==> config.mk <==
export PLATFORM = sky130hd
export DESIGN_NAME = imem_loader_flat
export DESIGN_NICKNAME = d
export VERILOG_FILES = /design/src/rtl/imem_loader_if.sv /design/src/rtl/imem_loader.sv /design/src/flat_wrapper.sv
export SDC_FILE = /design/constraint.sdc
export NUM_CORES = 1
export LEC_CHECK = 0
export ABC_AREA = 1
export CELL_PAD_IN_SITES_DETAIL_PLACEMENT = 1
export CELL_PAD_IN_SITES_GLOBAL_PLACEMENT = 2
export CORE_MARGIN = 1
export CORE_UTILIZATION = 32
export DETAILED_ROUTE_END_ITERATION = 16
export PLACE_DENSITY_LB_ADDON = 0.1
export SYNTH_ARGS = -nofsm -noshare
export SYNTH_HDL_FRONTEND = slang
export SYNTH_SLANG_ARGS = --single-unit
==> constraint.sdc <==
create_clock -name clk -period 5.7 [get_ports clk]
set_input_delay 1.71 -clock clk [delete_from_list [all_inputs] [get_ports clk]]
set_output_delay 1.71 -clock clk [all_outputs]
set_load 0.1 [all_outputs]
==> src/rtl/imem_loader_if.sv <==
// rtl/imem_loader_if.sv - byte stream and imem write port bundle for the boot loader
//
// Signals:
//   rx_valid  byte source has a byte on rx_data
//   rx_data   received byte
//   rx_ready  loader accepts a byte (transfer on rx_valid & rx_ready)
//   we        imem write strobe, one cycle per word
//   wa        imem byte address (word aligned)
//   wd        imem write data
// Modports:
//   master    byte source / imem side (drives rx_valid, rx_data)
//   slave     loader side (drives rx_ready, we, wa, wd)
interface imem_loader_if;
    logic        rx_valid;
    logic [7:0]  rx_data;
    logic        rx_ready;
    logic        we;
    logic [31:0] wa;
    logic [31:0] wd;

    modport master (
        output rx_valid,
        output rx_data,
        input  rx_ready,
        input  we,
        input  wa,
        input  wd
    );

    modport slave (
        input  rx_valid,
        input  rx_data,
        output rx_ready,
        output we,
        output wa,
        output wd
    );
endinterface

==> src/rtl/imem_loader.sv <==
// rtl/imem_loader.sv - framed byte stream to instruction memory word writer
//
// Receives LEN_LO, LEN_HI, 4*N data bytes (little-endian words) and an 8-bit
// additive checksum; writes each word to imem and releases the core only once
// a complete, checksum-valid image has been loaded.
//
// Ports:
//   clk       rising-edge clock
//   reset     synchronous, active-high reset
//   start     one-cycle pulse, begins frame reception from IDLE/DONE/ERR
//   bus       imem_loader_if.slave: rx_valid/rx_data/rx_ready byte stream,
//             we/wa/wd imem write port
//   cpu_hold  1 = keep core in reset
//   done      image loaded and checksum matched
//   err       frame rejected (length > DEPTH or checksum mismatch)
module imem_loader #(
    parameter int unsigned DEPTH     = 64,
    parameter logic [31:0] BASE_ADDR = 32'h0000_0000
) (
    input  logic         clk,
    input  logic         reset,
    input  logic         start,
    imem_loader_if.slave bus,
    output logic         cpu_hold,
    output logic         done,
    output logic         err
);

    localparam int unsigned WCW = $clog2(DEPTH) + 1;

    typedef enum logic [2:0] {
        S_IDLE,
        S_LEN0,
        S_LEN1,
        S_DATA,
        S_CSUM,
        S_DONE,
        S_ERR
    } state_t;

    state_t          state_q, state_d;
    logic [15:0]     len_q, len_d;
    logic [1:0]      byte_cnt_q, byte_cnt_d;
    logic [WCW-1:0]  word_cnt_q, word_cnt_d;
    logic [7:0]      csum_q, csum_d;
    // Lower three bytes of the word being assembled; the fourth byte is
    // merged directly into wd so the write issues the cycle after it arrives.
    logic [23:0]     shift_q, shift_d;
    logic            we_q, we_d;
    logic [31:0]     wa_q, wa_d;
    logic [31:0]     wd_q, wd_d;

    logic            rx_ready;
    logic            fire;
    logic [15:0]     len_full;
    logic            last_word;
    logic [31:0]     word_addr;

    assign fire      = bus.rx_valid & rx_ready;
    assign len_full  = {bus.rx_data, len_q[7:0]};
    assign last_word = (16'(word_cnt_q) + 16'd1) == len_q;
    assign word_addr = BASE_ADDR + {{(32-WCW-2){1'b0}}, word_cnt_q, 2'b00};

    // Status outputs are pure functions of the registered state.
    assign rx_ready = (state_q == S_LEN0) || (state_q == S_LEN1) ||
                      (state_q == S_DATA) || (state_q == S_CSUM);
    assign done     = (state_q == S_DONE);
    assign err      = (state_q == S_ERR);
    assign cpu_hold = (state_q != S_DONE);

    assign bus.rx_ready = rx_ready;
    assign bus.we       = we_q;
    assign bus.wa       = wa_q;
    assign bus.wd       = wd_q;

    always_comb begin
        state_d    = state_q;
        len_d      = len_q;
        byte_cnt_d = byte_cnt_q;
        word_cnt_d = word_cnt_q;
        csum_d     = csum_q;
        shift_d    = shift_q;
        we_d       = 1'b0;
        wa_d       = wa_q;
        wd_d       = wd_q;

        unique case (state_q)
            S_IDLE, S_DONE, S_ERR: begin
                if (start) begin
                    state_d    = S_LEN0;
                    len_d      = 16'd0;
                    byte_cnt_d = 2'd0;
                    word_cnt_d = '0;
                    csum_d     = 8'd0;
                    shift_d    = 24'd0;
                end
            end
            S_LEN0: begin
                if (fire) begin
                    len_d[7:0] = bus.rx_data;
                    state_d    = S_LEN1;
                end
            end
            S_LEN1: begin
                if (fire) begin
                    len_d = len_full;
                    if (len_full > 16'(DEPTH)) begin
                        state_d = S_ERR;
                    end else if (len_full == 16'd0) begin
                        state_d = S_CSUM;
                    end else begin
                        state_d = S_DATA;
                    end
                end
            end
            S_DATA: begin
                if (fire) begin
                    csum_d     = csum_q + bus.rx_data;
                    byte_cnt_d = byte_cnt_q + 2'd1;
                    if (byte_cnt_q == 2'd3) begin
                        we_d       = 1'b1;
                        wa_d       = word_addr;
                        wd_d       = {bus.rx_data, shift_q};
                        word_cnt_d = word_cnt_q + 1'b1;
                        // Checksum byte may arrive during the write cycle.
                        if (last_word) begin
                            state_d = S_CSUM;
                        end
                    end else begin
                        case (byte_cnt_q)
                            2'd0:    shift_d[7:0]   = bus.rx_data;
                            2'd1:    shift_d[15:8]  = bus.rx_data;
                            default: shift_d[23:16] = bus.rx_data;
                        endcase
                    end
                end
            end
            S_CSUM: begin
                if (fire) begin
                    state_d = (bus.rx_data == csum_q) ? S_DONE : S_ERR;
                end
            end
            default: begin
                state_d = S_IDLE;
            end
        endcase
    end

    always_ff @(posedge clk) begin
        if (reset) begin
            state_q    <= S_IDLE;
            len_q      <= 16'd0;
            byte_cnt_q <= 2'd0;
            word_cnt_q <= '0;
            csum_q     <= 8'd0;
            shift_q    <= 24'd0;
            we_q       <= 1'b0;
            wa_q       <= 32'd0;
            wd_q       <= 32'd0;
        end else begin
            state_q    <= state_d;
            len_q      <= len_d;
            byte_cnt_q <= byte_cnt_d;
            word_cnt_q <= word_cnt_d;
            csum_q     <= csum_d;
            shift_q    <= shift_d;
            we_q       <= we_d;
            wa_q       <= wa_d;
            wd_q       <= wd_d;
        end
    end

endmodule

==> src/flat_wrapper.sv <==
// flat-port wrapper written by rule: the top's interface ports become plain ports
module imem_loader_flat 
#(
    parameter int unsigned DEPTH     = 64,
    parameter logic [31:0] BASE_ADDR = 32'h0000_0000
)
  (clk, reset, start, cpu_hold, done, err, bus_rx_valid, bus_rx_data, bus_rx_ready, bus_we, bus_wa, bus_wd);
  imem_loader_if bus_i ();
  input  logic clk;
  input  logic reset;
  input  logic start;
  output logic cpu_hold;
  output logic done;
  output logic err;
  input wire logic [$bits(bus_i.rx_valid)-1:0] bus_rx_valid;
  input wire logic [$bits(bus_i.rx_data)-1:0] bus_rx_data;
  output wire logic [$bits(bus_i.rx_ready)-1:0] bus_rx_ready;
  output wire logic [$bits(bus_i.we)-1:0] bus_we;
  output wire logic [$bits(bus_i.wa)-1:0] bus_wa;
  output wire logic [$bits(bus_i.wd)-1:0] bus_wd;
  assign bus_i.rx_valid = bus_rx_valid;
  assign bus_i.rx_data = bus_rx_data;
  assign bus_rx_ready = bus_i.rx_ready;
  assign bus_we = bus_i.we;
  assign bus_wa = bus_i.wa;
  assign bus_wd = bus_i.wd;
  imem_loader #(.DEPTH(DEPTH), .BASE_ADDR(BASE_ADDR)) u_core (.clk(clk), .reset(reset), .start(start), .bus(bus_i), .cpu_hold(cpu_hold), .done(done), .err(err));
endmodule
* After elaboration in Yosys (flattened, before gate mapping)
Index checks and enable logic that the tools add are counted.
** Storage, ports and cells
- Bits in registers :: 100
- Bits of input ports :: 12
** Operators by class
- Add/sub/neg operators :: 4
- $lt $le $gt $ge :: 1
- Equality and inequality tests :: 22
- Multiplexer cells :: 34
- Bitwise operators :: 4
- Reduce and logical (&&, ||, !) cells :: 21
** Operators by type and width (number)
- $mux 24 :: 3
- $mux 8 :: 6
- $pmux 24 s2 :: 1
- $mux 16 :: 2
- $pmux 8 s2 :: 2
- $mux 3 :: 9
- $pmux 8 s3 :: 1
- $mux 7 :: 3
- $eq 16x16->1 :: 1
- $gt 16x7->1 const B :: 1
- $logic_not 16->1 :: 1
- $pmux 3 s5 :: 1
- $reduce_and 5->1 :: 3
- $pmux 7 s2 :: 1
- $ne 2x2->1 const B :: 6
- $ne 2x1->1 const B :: 5
- $eq 3x3->1 const B :: 3
- $reduce_and 3->1 :: 3
- $add 7x1->8 const B :: 1
- $add 8x8->8 :: 1
- $eq 8x8->1 :: 1
- $reduce_and 4->1 :: 2
- $add 7x1->7 const B :: 1
- $reduce_and 7->1 :: 1
- other kinds (17) :: 27

* Longest topological paths before layout
Gate-level depths: netlist (run 1).
- Depth in word-level cells :: 7
- Mapped depth :: 15

* Worst setup path before layout (run 1)
OpenSTA, ideal clock, no wires.
- Path kind :: register to output
- Start point :: register u_core.state_q[2]
- End point :: output port cpu_hold
- Arrival time :: 2715 ps
- Slack :: 1275 ps
- Cell stages (with the launch flop) :: 5
- Path buffers :: 1
- Cells stage by stage :: dfxtp_1 > buf_4 > inv_1 > nor2_1 > inv_1
** Between the ends
- Cells in the longest elaborated chain, start to end :: 1
** RTL lines
- start, declared :: RTL line imem_loader.sv:41 : state_t state_q, state_d;
- start signal, assigned :: RTL line imem_loader.sv:161 : state_q <= state_d;
- $ne 3x3->1 :: RTL line imem_loader.sv:69 : assign cpu_hold = (state_q != S_DONE);
- end, declared :: RTL line flat_wrapper.sv:12 : output logic cpu_hold;
Every way passes these cells.

* Worst setup path after layout (run 1)
- Start point :: register u_core.state_q[2]
- End point :: output port done
** Between the ends
- Cells in the longest elaborated chain, start to end :: 1
** RTL lines
- $eq 3x3->1 :: RTL line imem_loader.sv:67 : assign done = (state_q == S_DONE);
- end, declared :: RTL line flat_wrapper.sv:13 : output logic done;
Every way passes these cells.

==> results of run 1 <==
[worst max-delay path by stage]
stage | startpoint | to | depth (start not counted)
after floorplan | u_core.state_q[2] | cpu_hold | 4
after detailed placement | reset | u_core.shift_q[10] | 6
after CTS | u_core.state_q[2] | done | 3
after global routing | u_core.state_q[2] | done | 3
after global placement | reset | u_core.bus.wd[28] | 6
final | u_core.state_q[2] | done | 3
[flip-flops by register name (all words and copies together) (netlist names)]
| signal | flops |
|---|---|
| u_core.len_q | 16 |
| u_core.bus.wd | 32 |
| u_core.bus.wa | 7 |
| u_core.state_q | 3 |
| u_core.csum_q | 8 |
| u_core.byte_cnt_q | 2 |
| u_core.shift_q | 24 |
| u_core.word_cnt_q | 7 |
| u_core.bus.we | 1 |
[layout make-up]
type / count / area (um2) / area share (%)
clock inverters: 7 / 80.1 / 1.45
inverters: 59 / 221 / 4.02
multi-input cells: 442 / 2190 / 39.7
repair buffers: 58 / 573 / 10.4
flip-flops and latches: 100 / 2000 / 36.3
well taps: 180 / 225 / 4.08
clock buffers: 9 / 225 / 4.08
[logic make-up after synthesis]
family	synth area share (%)
AO/OA/AOI/OAI	19.3
XOR/XNOR	0.565
adder cells (fa/ha/maj)	3.39
flip-flops	43.0
buffers and inverters	11.9
AND/OR/NAND/NOR	21.7
other	0.0806
[layer usage]
layer  global-route usage [%]  part of all wire, %  vias to the layer above
li1                         -                    -                     2107
met1                     25.6                   51                     1987
met2                     30.5                   45                       64
met3                     2.60                  2.5                       10
met4                     6.40                  1.3                        0
met5                        0                    0                        -
[power by group]
group / internal [mW] / switching, mW
clock: 0.348 / 0.296
combinational: 0.201 / 0.565
sequential: 0.811 / 0.0590
total: 1.36 / 0.921
[cells in the mapped netlist (2+ instances only)]
cell      number
nor2_1        93
xor2_1         2
nor2_2         2
nand4_1        9
nand2_2        2
o21ai_0       69
a21oi_1       77
a211oi_2       2
nand2_1       87
o21bai_1       2
a211oi_1      10
nand3b_1       2
dfxtp_1      100
ha_1          11
or2_1          2
buf_4         32
clkbuf_1      11
inv_1         51
nand3_1       31
inv_2          7
buf_2          8
nor2_4         3
[through the flow]
step / std cells / hold WS [ns] / cell area, um2 / setup slack, ns
floorplan: 653 / 0.430 / 4740 / 1.28
global placement: 839 / 0.448 / 5210 / 1.73
detailed placement: 839 / 0.448 / 5210 / 1.67
CTS: 855 / 0.459 / 5520 / 1.64
global route: 855 / 0.480 / 5520 / 1.56
finish: 855 / 0.458 / 5520 / 1.67
[worst max-delay path: cells and delay by family (launching register included)]
family	cells	cell delay [ns]
buffers and inverters	2	1.28
DFF	1	0.53
and+or+nand+nor	1	0.16
==> results.toml, run 1 <==
[pwr]
ir_worst_vdd_mv = 0.163
pwr_density_cell_nw_per_um2 = 413
leakagePower_nw = 2.32
power_mw = 2.28

[floorplanning]
io_pins = 81
start_util_pct = 33.1
coreArea_um2 = 14000
die_y_um = 123
die_area_um2 = 15000
rows = 43
die_w_um = 123

[setup_path]
cp_slowest_cell = "clkdlybuf4s50_1"
critPathRequiredTime_ns = 3.99
cp-end-kind = "output pin"
r2r_slack_ns = 3.40
critPathLaunchType = "flip-flop"
path_max_fanout = 8
r2r_start = "u_core.state_q[1]"
crit_type = "reg2out"
cp.arrival_ns = 2.32
path_cells = "inv_1 -> nor2_1 -> clkdlybuf4s50_1"
max_stage_delay_ns = 1.16
rr_endpoint = "u_core.len_q[8]"
ff2ff_path_depth = 5

[yosys]
yosysUniqueCellTypes = 38
yosysWarnings = 0
netlist_area_um2 = 4650
synth-edff-count = 0
ys.flop_type = "dfxtp_1"
synthArstFlopShare_pct = 0
seq_area_frac_synth_pct = 43.0
syn_area_per_cell_um2 = 7.40
ys_ff_latch = 100
synth_area_leaders = "dfxtp_1, a21oi_1, nor2_1, o21ai_0, nand2_1"
synthCells = 629
yosys.area.top_type = "dfxtp_1"
netlist.area_leader.share_pct = 43.0

[worst_hold_path]
min_from = "u_core.shift_q[5]"
hold_depth = 2
hold_class = "reg2reg"
min_to = "u_core.shift_q[5]"

[run_status]
outcome = "complete, no violations"

[sta]
finalHoldViolCount = 0
fin_skew_ns = 0.00493
drv_slew = 0
min_period_ns = 4.03
setup_viol = 0
tightest_slew_ns = 1.10
rsz0062_at_grt = "no"
fin_crit_sh_pct = 70.7
max-slew-margin-rel_pct = 26.5
finalSetupTns_ns = 0
clock.fmax_mhz = 248

[place]
hpwl_um = 9410
gp_congestion = 0.817
port-buffer-count = 55

[clocking]
cts_made_buffers = 9
cts_tree = "yes"
ctsResizeCount = 0
worstSkewPairLatency_ns = 0.35
cts_hold_buf = 0
clockBufferDepth = 2
cts-root-buf = "clkbuf_16"
clk_pin_slew_worst_paths_ns = 0.07
h-tree-depth = 3
postCtsSetupBuffers = 0
cts_sinks = 100

[cells_and_area]
num_antenna_cells = 0
nNetsFinal = 694
fill_cells = 1737
mostFrequentLayoutCells = "dfxtp_1, nor2_1, nand2_1, a21oi_1, o21ai_0"
drive_gt1_share_pct = 5.63
postLayoutCoreUtil_pct = 39.3
syn_to_final_growth_pct = 18.5
final_common_cell = "dfxtp_1"

[detailed_routing]
viasPerCell = 4.87
drt_iter0_drc = 183
num_vias = 4168
wl_per_cell_um = 15.5
drt-pass1-iter-count = 4
routed_wl_um = 13300
postRouteAntennaNets = 0
drc = 0

[global_route]
grt_pass1_wl_um = 21700
grt_usage_pct = 18.8
grt_pass1_vias = 4203
grt_max_degree = 61
gr-total-overflow = 0
antenna_found_initial = 0

[run]
maxCapViolations = 0
Note: power is estimated with default switching activity, not from simulation.
==> inputs of run 2 (changes only) <==
--- a/config.mk
+++ b/config.mk
@@ -9,7 +9,7 @@
 export CELL_PAD_IN_SITES_DETAIL_PLACEMENT = 1
 export CELL_PAD_IN_SITES_GLOBAL_PLACEMENT = 2
 export CORE_MARGIN = 1
-export CORE_UTILIZATION = 32
+export CORE_UTILIZATION = 30
 export DETAILED_ROUTE_END_ITERATION = 16
 export PLACE_DENSITY_LB_ADDON = 0.1
 export SYNTH_ARGS = -nofsm -noshare
==> constraint.sdc (replaced) <==
create_clock -name clk -period 4.2 [get_ports clk]
set_input_delay 1.26 -clock clk [delete_from_list [all_inputs] [get_ports clk]]
set_output_delay 1.26 -clock clk [all_outputs]
set_load 0.1 [all_outputs]
==> run 2 against run 1 <==
  * Final area is 0.64% higher
  * Setup slack worse by 0.61 ns
  * Largest cell class unchanged
  * Final cell count is 1.3% higher
  * Global-route usage is 1.2 points lower
  * Via count is 0.72% lower
  * Register-to-register slack worse by 1.5 ns
  * Die area is 6.6% higher
  * First-iteration DRC count is 15% higher
  * Core utilization is 2.6 points lower
==> results.toml, run 2 (synthesis results as in run 1) <==
[clocking]
clockBufferDepth = 2
worstSkewPairLatency_ns = 0.36
ctsResizeCount = 0
cts_tree = "yes"
clk_pin_slew_worst_paths_ns = 0.08
h-tree-depth = 3
cts_hold_buf = 0
cts_made_buffers = 9
postCtsSetupBuffers = 0
cts-root-buf = "clkbuf_16"
cts_sinks = 100

[floorplanning]
die_area_um2 = 16000
die_y_um = 127
coreArea_um2 = 15100
rows = 45
io_pins = 81
start_util_pct = 30.7
die_w_um = 127

[global_route]
antenna_found_initial = 0
grt_max_degree = 64
gr-total-overflow = 0
grt_pass1_vias = 4242
grt_pass1_wl_um = 21900
grt_usage_pct = 17.6

[detailed_routing]
num_vias = 4138
postRouteAntennaNets = 0
viasPerCell = 4.78
wl_per_cell_um = 15.5
drc = 0
drt_iter0_drc = 211
routed_wl_um = 13400
drt-pass1-iter-count = 4

[setup_path]
critPathRequiredTime_ns = 2.94
path_cells = "clkdlybuf4s50_1"
cp-end-kind = "output pin"
cp_slowest_cell = "clkdlybuf4s50_1"
path_max_fanout = 2
crit_type = "reg2out"
critPathLaunchType = "flip-flop"
critPathBufInv = 1
cp.arrival_ns = 1.88
crit_family = "buffers and inverters"
max_stage_delay_ns = 1.15

[cells_and_area]
instances_no_fill = 866
syn_to_final_growth_pct = 19.2
largest_reg_flops = 32
num_antenna_cells = 0
mostFrequentLayoutCells = "dfxtp_1, nor2_1, nand2_1, a21oi_1, o21ai_0"
nNetsFinal = 697
fill_cells = 1889
multi_input_area_um2 = 2190
drive_gt1_share_pct = 6.64
final_common_cell = "dfxtp_1"
final_area_um2 = 5550
ff_latch_area_um2 = 2000

[sta]
fin_ws_ns = 1.06
setup_viol = 0
finalHoldViolCount = 0
max-slew-margin-rel_pct = 29.4
fin_skew_ns = 0.00991
clock.fmax_mhz = 318
drv_slew = 0
fin_crit_sh_pct = 74.8
finalSetupTns_ns = 0
rsz0062_at_grt = "no"
tightest_slew_ns = 1.06
min_period_ns = 3.14

[run_status]
outcome = "complete, no violations"

[pwr]
pwr_density_cell_nw_per_um2 = 562
leakagePower_nw = 2.34
ir_worst_vdd_mv = 0.195

[place]
pre_cts_ws_ns = 0.752
hpwl_um = 9470
placedCellCount = 850
port-buffer-count = 55
gp_congestion = 0.816
placedInstanceArea_um2 = 5230

[worst_hold_path]
hold_class = "reg2reg"

[run]
maxCapViolations = 0
## run 2: changes by cell type in the layout (fill, tap and decap cells not counted)
| cell | change |
|---|---|
| clkdlybuf4s50_1 | -4 |
| buf_4 | +7 |
| clkinv_2 | -1 |
| clkinv_8 | +1 |
| inv_6 | -2 |
| clkinvlp_4 | +1 |
| inv_8 | +1 |
## run 2: routing by layer
metal  track usage, %  vias to the layer above  part of all wire [%]
met5                0                        -                     0
met4             7.44                        0                   1.7
met3             2.87                       12                   3.2
met2             29.2                       62                    46
met1             22.7                     1960                    49
li1                 -                     2104                     -
## run 2: worst paths after layout
check | from | end | slack [ns] | cells after the start
setup reg to reg | u_core.word_cnt_q[0] | u_core.state_q[0] | 1.92 | 12
setup / recovery | u_core.bus.wd[24] | bus_wd[24] | 1.06 | 1
hold reg to reg | u_core.shift_q[1] | u_core.bus.wd[1] | 0.46 | 2
hold / removal | u_core.shift_q[1] | u_core.bus.wd[1] | 0.46 | 2
## run 2: through the flow
stage               hold slack (ns)  util (%)  power, mW
floorplan                     0.430         -       2.05
global placement              0.448      34.5       2.23
detailed placement            0.455      34.5       2.25
CTS                           0.466      36.6       3.15
global route                  0.493      36.6       3.33
finish                        0.462      36.6       3.12
## run 2: worst register-to-register path, stage by stage (launching register included)
cell and delay, ns:
dfxtp_1 0.54, ha_1 0.34, nand3_1 0.20, o21bai_1 0.27, nand2_1 0.08, nand2_1 0.06
nand2_1 0.04, nor2_1 0.12, nand3_1 0.11, nand2_1 0.09, nand2_1 0.13, nor2_1 0.14
nor2_1 0.05
## run 2: cell type report
class	count	share of cell area (%)
tap	188	4.24
inverter	59	3.99
clock buffer	9	4.06
timing repair buffer	61	10.6
multi-input combinational	442	39.4
clock inverter	7	1.67
sequential	100	36.1
## run 2: report_power, final
group	internal, mW	switching [mW]
clock network	0.478	0.418
logic	0.277	0.762
registers	1.10	0.0839
